--- src/rtl/stack_pkg.sv ---
// stack_pkg: shared encodings and constants for the SRP16 stack access sequencer.
`default_nettype none

package stack_pkg;

  localparam int WORD_W  = 16;
  // SP moves by one 16-bit word (two bytes) per access
  localparam int SP_STEP = 2;

  localparam logic OP_PUSH = 1'b0;
  localparam logic OP_POP  = 1'b1;

  typedef enum logic [2:0] {
    IDLE     = 3'd0,
    PUSH_DEC = 3'd1,
    PUSH_WR  = 3'd2,
    POP_RD   = 3'd3,
    POP_INC  = 3'd4,
    POP_RSP  = 3'd5,
    REJECT   = 3'd6
  } state_t;

endpackage

`default_nettype wire

--- src/rtl/stack_depth_cnt.sv ---
// stack_depth_cnt: up/down occupancy counter with full/empty flags for the stack guard.
`default_nettype none

module stack_depth_cnt #(
  parameter int DEPTH = 256
) (
  input  logic clk,
  input  logic rst_n,
  input  logic inc,
  input  logic dec,
  output logic full,
  output logic empty
);

  localparam int CNT_W = $clog2(DEPTH + 1);

  logic [CNT_W-1:0] count;

  always_ff @(posedge clk or negedge rst_n) begin
    if (!rst_n) begin
      count <= '0;
    end else if (inc && !dec) begin
      count <= count + CNT_W'(1);
    end else if (dec && !inc) begin
      count <= count - CNT_W'(1);
    end
  end

  assign full  = (count == CNT_W'(DEPTH));
  assign empty = (count == '0);

endmodule

`default_nettype wire

--- src/rtl/stack_seq.sv ---
// stack_seq: push/pop sequencer driving SP strobes and the memory handshake.
// Optional overflow/underflow guard enabled by defining STACK_GUARD_EN.
`default_nettype none

module stack_seq
  import stack_pkg::*;
#(
  parameter int DEPTH = 256
) (
  input  logic              clk,
  input  logic              rst_n,
  input  logic              req_valid,
  input  logic              req_op,
  input  logic [WORD_W-1:0] req_data,
  output logic              req_ready,
  output logic              rsp_valid,
  output logic [WORD_W-1:0] rsp_data,
  input  logic              rsp_ready,
  output logic              done,
  output logic              err,
  output logic              sp_dec,
  output logic              sp_inc,
  output logic              sp_read_abus,
  output logic              mem_req,
  output logic              mem_we,
  output logic [WORD_W-1:0] mem_wdata,
  input  logic [WORD_W-1:0] mem_rdata,
  input  logic              mem_ack
);

  state_t            state;
  state_t            state_nxt;
  logic [WORD_W-1:0] wr_word;
  logic [WORD_W-1:0] rd_word;
  logic              done_q;
  logic              push_blocked;
  logic              pop_blocked;

`ifdef STACK_GUARD_EN
  logic depth_full;
  logic depth_empty;

  stack_depth_cnt #(
    .DEPTH (DEPTH)
  ) u_depth (
    .clk   (clk),
    .rst_n (rst_n),
    .inc   (state == PUSH_WR && mem_ack),
    .dec   (state == POP_INC),
    .full  (depth_full),
    .empty (depth_empty)
  );

  assign push_blocked = depth_full;
  assign pop_blocked  = depth_empty;
`else
  assign push_blocked = 1'b0;
  assign pop_blocked  = 1'b0;
`endif

  always_ff @(posedge clk or negedge rst_n) begin
    if (!rst_n) begin
      state   <= IDLE;
      wr_word <= '0;
      rd_word <= '0;
      done_q  <= 1'b0;
    end else begin
      state  <= state_nxt;
      // done is shown in the IDLE cycle that follows the write acknowledge
      done_q <= (state == PUSH_WR) && mem_ack;
      if (state == IDLE && req_valid) begin
        wr_word <= req_data;
      end
      if (state == POP_RD && mem_ack) begin
        rd_word <= mem_rdata;
      end
    end
  end

  always_comb begin
    state_nxt    = state;
    req_ready    = 1'b0;
    rsp_valid    = 1'b0;
    rsp_data     = '0;
    err          = 1'b0;
    sp_dec       = 1'b0;
    sp_inc       = 1'b0;
    sp_read_abus = 1'b0;
    mem_req      = 1'b0;
    mem_we       = 1'b0;
    mem_wdata    = '0;

    case (state)
      IDLE: begin
        req_ready = 1'b1;
        if (req_valid) begin
          if (req_op == OP_PUSH) begin
            state_nxt = push_blocked ? REJECT : PUSH_DEC;
          end else begin
            state_nxt = pop_blocked ? REJECT : POP_RD;
          end
        end
      end
      PUSH_DEC: begin
        sp_dec    = 1'b1;
        state_nxt = PUSH_WR;
      end
      PUSH_WR: begin
        mem_req      = 1'b1;
        mem_we       = 1'b1;
        sp_read_abus = 1'b1;
        mem_wdata    = wr_word;
        if (mem_ack) begin
          state_nxt = IDLE;
        end
      end
      POP_RD: begin
        mem_req      = 1'b1;
        sp_read_abus = 1'b1;
        if (mem_ack) begin
          state_nxt = POP_INC;
        end
      end
      POP_INC: begin
        sp_inc    = 1'b1;
        state_nxt = POP_RSP;
      end
      POP_RSP: begin
        rsp_valid = 1'b1;
        rsp_data  = rd_word;
        if (rsp_ready) begin
          state_nxt = IDLE;
        end
      end
      REJECT: begin
`ifdef STACK_GUARD_EN
        err = 1'b1;
`endif
        state_nxt = IDLE;
      end
      default: begin
        state_nxt = IDLE;
      end
    endcase
  end

  assign done = done_q;

endmodule

`default_nettype wire

--- config.mk ---
export PLATFORM = sky130hd
export DESIGN_NAME = stack_seq
export DESIGN_NICKNAME = d
export VERILOG_FILES = /design/src/rtl/stack_pkg.sv /design/src/rtl/stack_depth_cnt.sv /design/src/rtl/stack_seq.sv
export SDC_FILE = /design/constraint.sdc
export NUM_CORES = 1
export LEC_CHECK = 0
export CAP_MARGIN = 15
export CORE_MARGIN = 2
export CORE_UTILIZATION = 30
export CTS_BUF_LIST = sky130_fd_sc_hd__clkbuf_8 sky130_fd_sc_hd__clkbuf_16
export CTS_CLUSTER_SIZE = 8
export DETAILED_ROUTE_END_ITERATION = 10
export MAX_ROUTING_LAYER = met4
export PLACE_DENSITY = 0.64
export SETUP_SLACK_MARGIN = 0.02
export SYNTH_ARGS = -nofsm -noshare
export SYNTH_HDL_FRONTEND = slang
export SYNTH_SLANG_ARGS = --single-unit
--- constraint.sdc ---
create_clock -name clk -period 2.2 [get_ports clk]
set_clock_uncertainty 0.05 [all_clocks]
set_input_delay 0.33 -clock clk [delete_from_list [all_inputs] [get_ports clk]]
set_output_delay 0.33 -clock clk [all_outputs]
set_load 0.05 [all_outputs]
==> results of run 1 <==
==> area by class of cell <==
cell class / count / share of cell area, %
clock inverter: 1 / 0.991
tap: 72 / 2.97
timing repair buffer: 83 / 38.0
clock buffer: 7 / 3.18
sequential: 36 / 29.8
multi-input combinational: 82 / 25.1
==> what timing repair did <==
item | 4_1_cts | 5_1_grt
gates resized for setup | 0 | 1
hold buffers | 0 | 0
setup endpoints to repair | 0 | 13
==> power by group <==
part           internal, mW  switching, mW
combinational          1.33           1.33
clock                 0.400          0.224
sequential            0.995          0.171
total                  2.72           1.72
==> sequential cells by signal, indices dropped and copies added (netlist names) <==
register / count
rd_word: 16
wr_word: 16
state: 3
done: 1
==> worst reg2reg max path, cell delays in order, from the launching register on <==
cell and delay [ns]:
dfrtp_1 0.45, buf_4 0.20, nor4b_4 0.26, buf_12 0.21
mux2_2 0.35
==> routing by layer <==
metal	vias to the layer above	track usage, %	wire [um]
met3	2	4.30	280
li1	589	-	-
met2	51	20.8	1850
met4	0	2.03	6
met5	-	-	0
met1	579	15.4	1590
==> cell families after synthesis <==
| logic type | after synthesis |
|---|---|
| mux | 32 |
| buf+inv | 10 |
| flops | 36 |
| compound gates | 4 |
| other cells | 1 |
| simple gates | 45 |
==> path summary, 6_finish.rpt <==
path                                      endpoint  slack (ns)                    start  cells after the start
setup / recovery                       rsp_data[6]        0.22     state[2]$_DFFE_PN0P_                      4
hold / removal              rd_word[5]$_DFFE_PN0P_        0.09                    rst_n                      1
setup reg to reg            wr_word[2]$_DFFE_PN0P_        0.58     state[0]$_DFFE_PN0P_                      4
hold reg to reg            rd_word[10]$_DFFE_PN0P_        0.45  rd_word[10]$_DFFE_PN0P_                      1
max in group asynchronous     state[2]$_DFFE_PN0P_        1.46                    rst_n                      1
min in group clk           rd_word[10]$_DFFE_PN0P_        0.45  rd_word[10]$_DFFE_PN0P_                      1
==> cells in the final DEF (no fill, tap or decap), types with 2 or more instances in the layout <==
| master | count |
|---|---|
| clkdlybuf4s50_1 | 37 |
| dfrtp_1 | 35 |
| buf_12 | 35 |
| and2_1 | 34 |
| mux2_2 | 22 |
| mux2_4 | 10 |
| buf_4 | 10 |
| clkbuf_8 | 7 |
| a211oi_1 | 2 |
==> through the flow <==
step / cell area (um^2) / utilization [%] / hold WS, ns / worst slack, ns / cells
floorplan: 1730 / - / -0.0156 / 0.0992 / 128
global placement: 2900 / 52.4 / 0.420 / 0.398 / 273
detailed placement: 2900 / 52.4 / 0.419 / 0.370 / 273
CTS: 3030 / 54.7 / 0.114 / 0.0704 / 281
global route: 3030 / 54.7 / 0.153 / 0.109 / 281
finish: 3030 / 54.7 / 0.0910 / 0.220 / 281
==> reports/qor.txt, run 1 <==
First-pass GRT wire length: 6.18 mm
Hpwl dp: 2.85 mm
CP Max Fanout: 14
Largest family of logic cells by synthesized area: multiplexers
Post-Syn Nets: 166
Worst EP required: 1.82 ns
Total gr overflow: 0
WL/cell: 13.3 um
Clock Tree Root: clkbuf_8
Final slew viol count: 0
Synth Area per Inst: 13.5 um^2
Setup TNS: 0 ns
Area share of fa/ha/maj cells after synthesis: 0%
Skew-Pair Late Insertion Delay: 0.27 ns
CP top delay family: flip-flops
Setup Fix Bufs, Post-CTS: 0
Detailed-route via count: 1221
RSZ-0062 raised after global routing: false
EDFF count, synth: 0
Synth Warn #: 0
Compound-Gate Fraction of Synth Area: 1.59%
Nature of the critical path endpoint: primary output
# nets final: 246
Yosys top cell by area: dfrtp_1
Residual DRC count: 0
Setup violators final: 0
Synthesized cell area: 1730 um^2
Antenna Cells: 0
Total Power: 4.45 mW
Slew headroom: 46.3%
Clk buf depth: 2
Area grow syn2layout: 74.9%
Post-synth ARST share: 100%
Synth Register Bits: 36
Max incr delay on CP: 0.49 ns
Sequential cell area: 902 um^2
GP Congestion: 0.756
Hold crit path type: input port to async pin
Die Span X: 80.0 um
Max_cap viols: 0
F_max: 505 MHz
Synthesized instance count: 128
Peak VDD IR: 915 uV
Top FF cell, synth: dfrtp_1
Vias in the first global route: 1282
Routed wire length: 3.73 mm
Clock sinks: 36
Post-synthesis simple-gate area fraction: 19.1%
Most frequent cell after synthesis: dfrtp_1
Antenna violations before repair: 0
Final Hold Vio Count: 0
Worst path arrival time: 1.60 ns
Seq/Total Area, Yosys: 52.0%
Synth Area in XOR/XNOR: 0%
Tmin final: 1.98 ns
Die area: 6400 um^2
Post-synth top cells: dfrtp_1, and2_1, mux2_2, mux2_4
Slowest library cell on the worst path: dfrtp_2
Top-area cell type share of the netlist area: 52.0%
Initial core utilization: 31.3%
Critical path buffers and inverters: 2
Synth top area cells: dfrtp_1, mux2_2, and2_1, mux2_4, nand4b_4
TritonCTS Buffers: 5
Core Footprint: 5540 um^2
Port buffer count: 77
Yosys cell types: 24
CTS tree: done
LEAKAGE: 1.31 nW
Share of cells above drive strength 1: 43.5%
DR vias/cell: 4.35
# rows: 27
Filler instances: 497
Crit Path Class: register to primary output
Power Density: 1470 nW/um^2
Startpoint types: register
Initial DRC count: 55
Largest net degree at the start of global routing: 37
Crit-path cells: and3b_1, buf_4, and2_1, buf_12
Final Cycle Share: 90.0%
Status: finished, final reports clean
Iteration count of the initial detailed-routing pass: 4
Die H: 80.0 um
Mux cell area share after synthesis: 23.0%
Worst slew pin tran: 0.806 ns
GRT Overall Usage: 12.7%
Worst-path clk slew: 0.07 ns
H-tree Lvls: 2
Area used by multi-input combinational logic: 759 um^2
Ports: 79
Number of routed nets with antenna violations: 0
No activity file was read; power rests on OpenSTA's default activity.
==> run 2, diff against run 1 <==
- CORE_UTILIZATION: 30 -> 41
- PLACE_DENSITY: 0.64 -> 0.82
==> run 2 against run 1 <==
Register-to-register slack barely moved. Maximum frequency fell by 3.3%. Cell area fell by 0.33%. Combinational power barely moved. Sequential power barely moved. Die area fell by 26%. Utilization rose by 20 points. Clock power rose by 28%.
==> reports/qor.txt, run 2 (synthesis gave the netlist of run 1 again) <==
Area grow syn2layout: 74.3%
Clock Power Share: 17.2%
Iteration count of the initial detailed-routing pass: 4
RSZ-0062 raised after global routing: false
Reg2reg end: wr_word[4]$_DFFE_PN0P_
Reg2reg path depth: 3
Clock sinks: 36
Final Cycle Share: 93.1%
TritonCTS Buffers: 5
Setup TNS: 0 ns
Post-CTS Hold Fix Bufs: 0
Final Hold Vio Count: 0
Critical R2R Launch: state[2]$_DFFE_PN0P_
Int Power: 2.87 mW
Most frequent cells in the layout: clkdlybuf4s50_1, dfrtp_1, buf_12, and2_1, mux2_2
P_sw: 1.75 mW
Skew-Pair Late Insertion Delay: 0.29 ns
Die H: 69.0 um
Worst path arrival time: 1.67 ns
Slew headroom: 48.2%
Peak VDD IR: 1050 uV
Largest registers: rd_word x16, wr_word x16, state x3
Worst-path clk slew: 0.07 ns
Setup violators final: 0
Power Density: 1530 nW/um^2
Switching Share: 37.9%
Inst Count DP: 249
Post-Place Setup Slack: 0.290 ns
Clock Tree Root: clkbuf_8
Routed wire length: 3.87 mm
Share of cells above drive strength 1: 43.0%
Final Hold Slack: 0.0656 ns
GRT Overall Usage: 19.1%
Sequential fraction of design power: 25.2%
CTS tree: done
Die Span X: 69.0 um
Die area: 4760 um^2
Comb power frac: 57.6%
Residual DRC count: 0
Vias in the first global route: 1325
Fin cells: 257
F_max: 488 MHz
Tmin final: 2.05 ns
Clk buf depth: 2
Commonest non-fill, non-tap cell in the layout: clkdlybuf4s50_1
Antenna Cells: 0
Fin worst setup slack: 0.153 ns
Status: finished, final reports clean
DR vias/cell: 4.90
Hold crit path type: input port to async pin
Largest net degree at the start of global routing: 37
Startpoint types: register
Worst EP required: 1.82 ns
# rows: 23
Total gr overflow: 0
GP Congestion: 0.726
Final slew viol count: 0
LEAKAGE: 1.32 nW
Initial core utilization: 43.0%
Worst slew pin tran: 0.777 ns
Initial DRC count: 28
First-pass GRT wire length: 6.32 mm
Port buffer count: 77
Hpwl dp: 2.93 mm
Number of routed nets with antenna violations: 0
Ports: 79
Nature of the critical path endpoint: primary output
Core Footprint: 4030 um^2
Worst R2R Setup Slack: 0.57 ns
Max_cap viols: 0
H-tree Lvls: 2
Filler instances: 250
Crit Path Class: register to primary output
CP Max Fanout: 17
Antenna violations before repair: 0
Detailed-route via count: 1260
WL/cell: 15.1 um
# nets final: 244
## run 2: critical path, stage by stage, from the launching register on
cell and delay (ns):
dfrtp_1 0.57, and3b_2 0.43, and2_1 0.23, buf_12 0.15
## run 2: metal layers
metal	up-vias	GRT usage [%]	routed length [um]
li1	592	-	-
met1	606	22.2	1550
met2	54	32.1	1980
met3	8	6.33	285
met4	0	4.66	59
met5	-	-	0
## run 2: layout make-up
cell class,count,area (um^2),area share (%)
Tap cell,50,62.6,2.07
Timing Repair Buffer,81,1140,37.6
Clock inverter,3,90.1,2.98
Sequential cell,36,901,29.8
Multi-Input combinational cell,82,761,25.2
Clock buffer,5,68.8,2.28
## run 2: repair_timing
| item | in CTS | in global routing |
|---|---|---|
| buffers inserted | 0 | 0 |
| resized for setup | 1 | 0 |
| setup endpoints to repair | 16 | 0 |
## run 2: stage by stage
step                utilization (%)  power [mW]  area, um^2
finish                         74.9        4.63        3020
global route                   74.9        4.85        3020
CTS                            74.9        4.67        3020
detailed placement             71.0        3.86        2860
global placement               71.0        3.77        2860
floorplan                         -        2.75        1730
## run 2: power groups by stage
stage                     clock network, mW  logic, mW  registers (mW)
after floorplan                           0       1.62            1.13
after global placement                    0       2.62            1.15
after detailed placement                  0       2.69            1.17
after CTS                             0.815       2.70            1.16
after global routing                  0.853       2.79            1.21
final                                 0.798       2.67            1.17
## run 2: how the worst max path moves through the flow
| stage | startpoint | endpoint | slack (ns) | cells after the start |
|---|---|---|---|---|
| 5_1_grt | state[2]$_DFFE_PN0P_ | rsp_data[3] | 0.02 | 3 |
| 4_1_cts | state[2]$_DFFE_PN0P_ | rsp_data[1] | 0.14 | 3 |
| 3_3_place_gp | state[2]$_DFFE_PN0P_ | rsp_data[8] | 0.36 | 3 |
| 2_1_floorplan | state[1]$_DFFE_PN0P_ | sp_dec | 0.1 | 2 |
| 3_5_place_dp | state[2]$_DFFE_PN0P_ | rsp_data[1] | 0.29 | 3 |
| 6_report | state[2]$_DFFE_PN0P_ | rsp_data[3] | 0.15 | 3 |
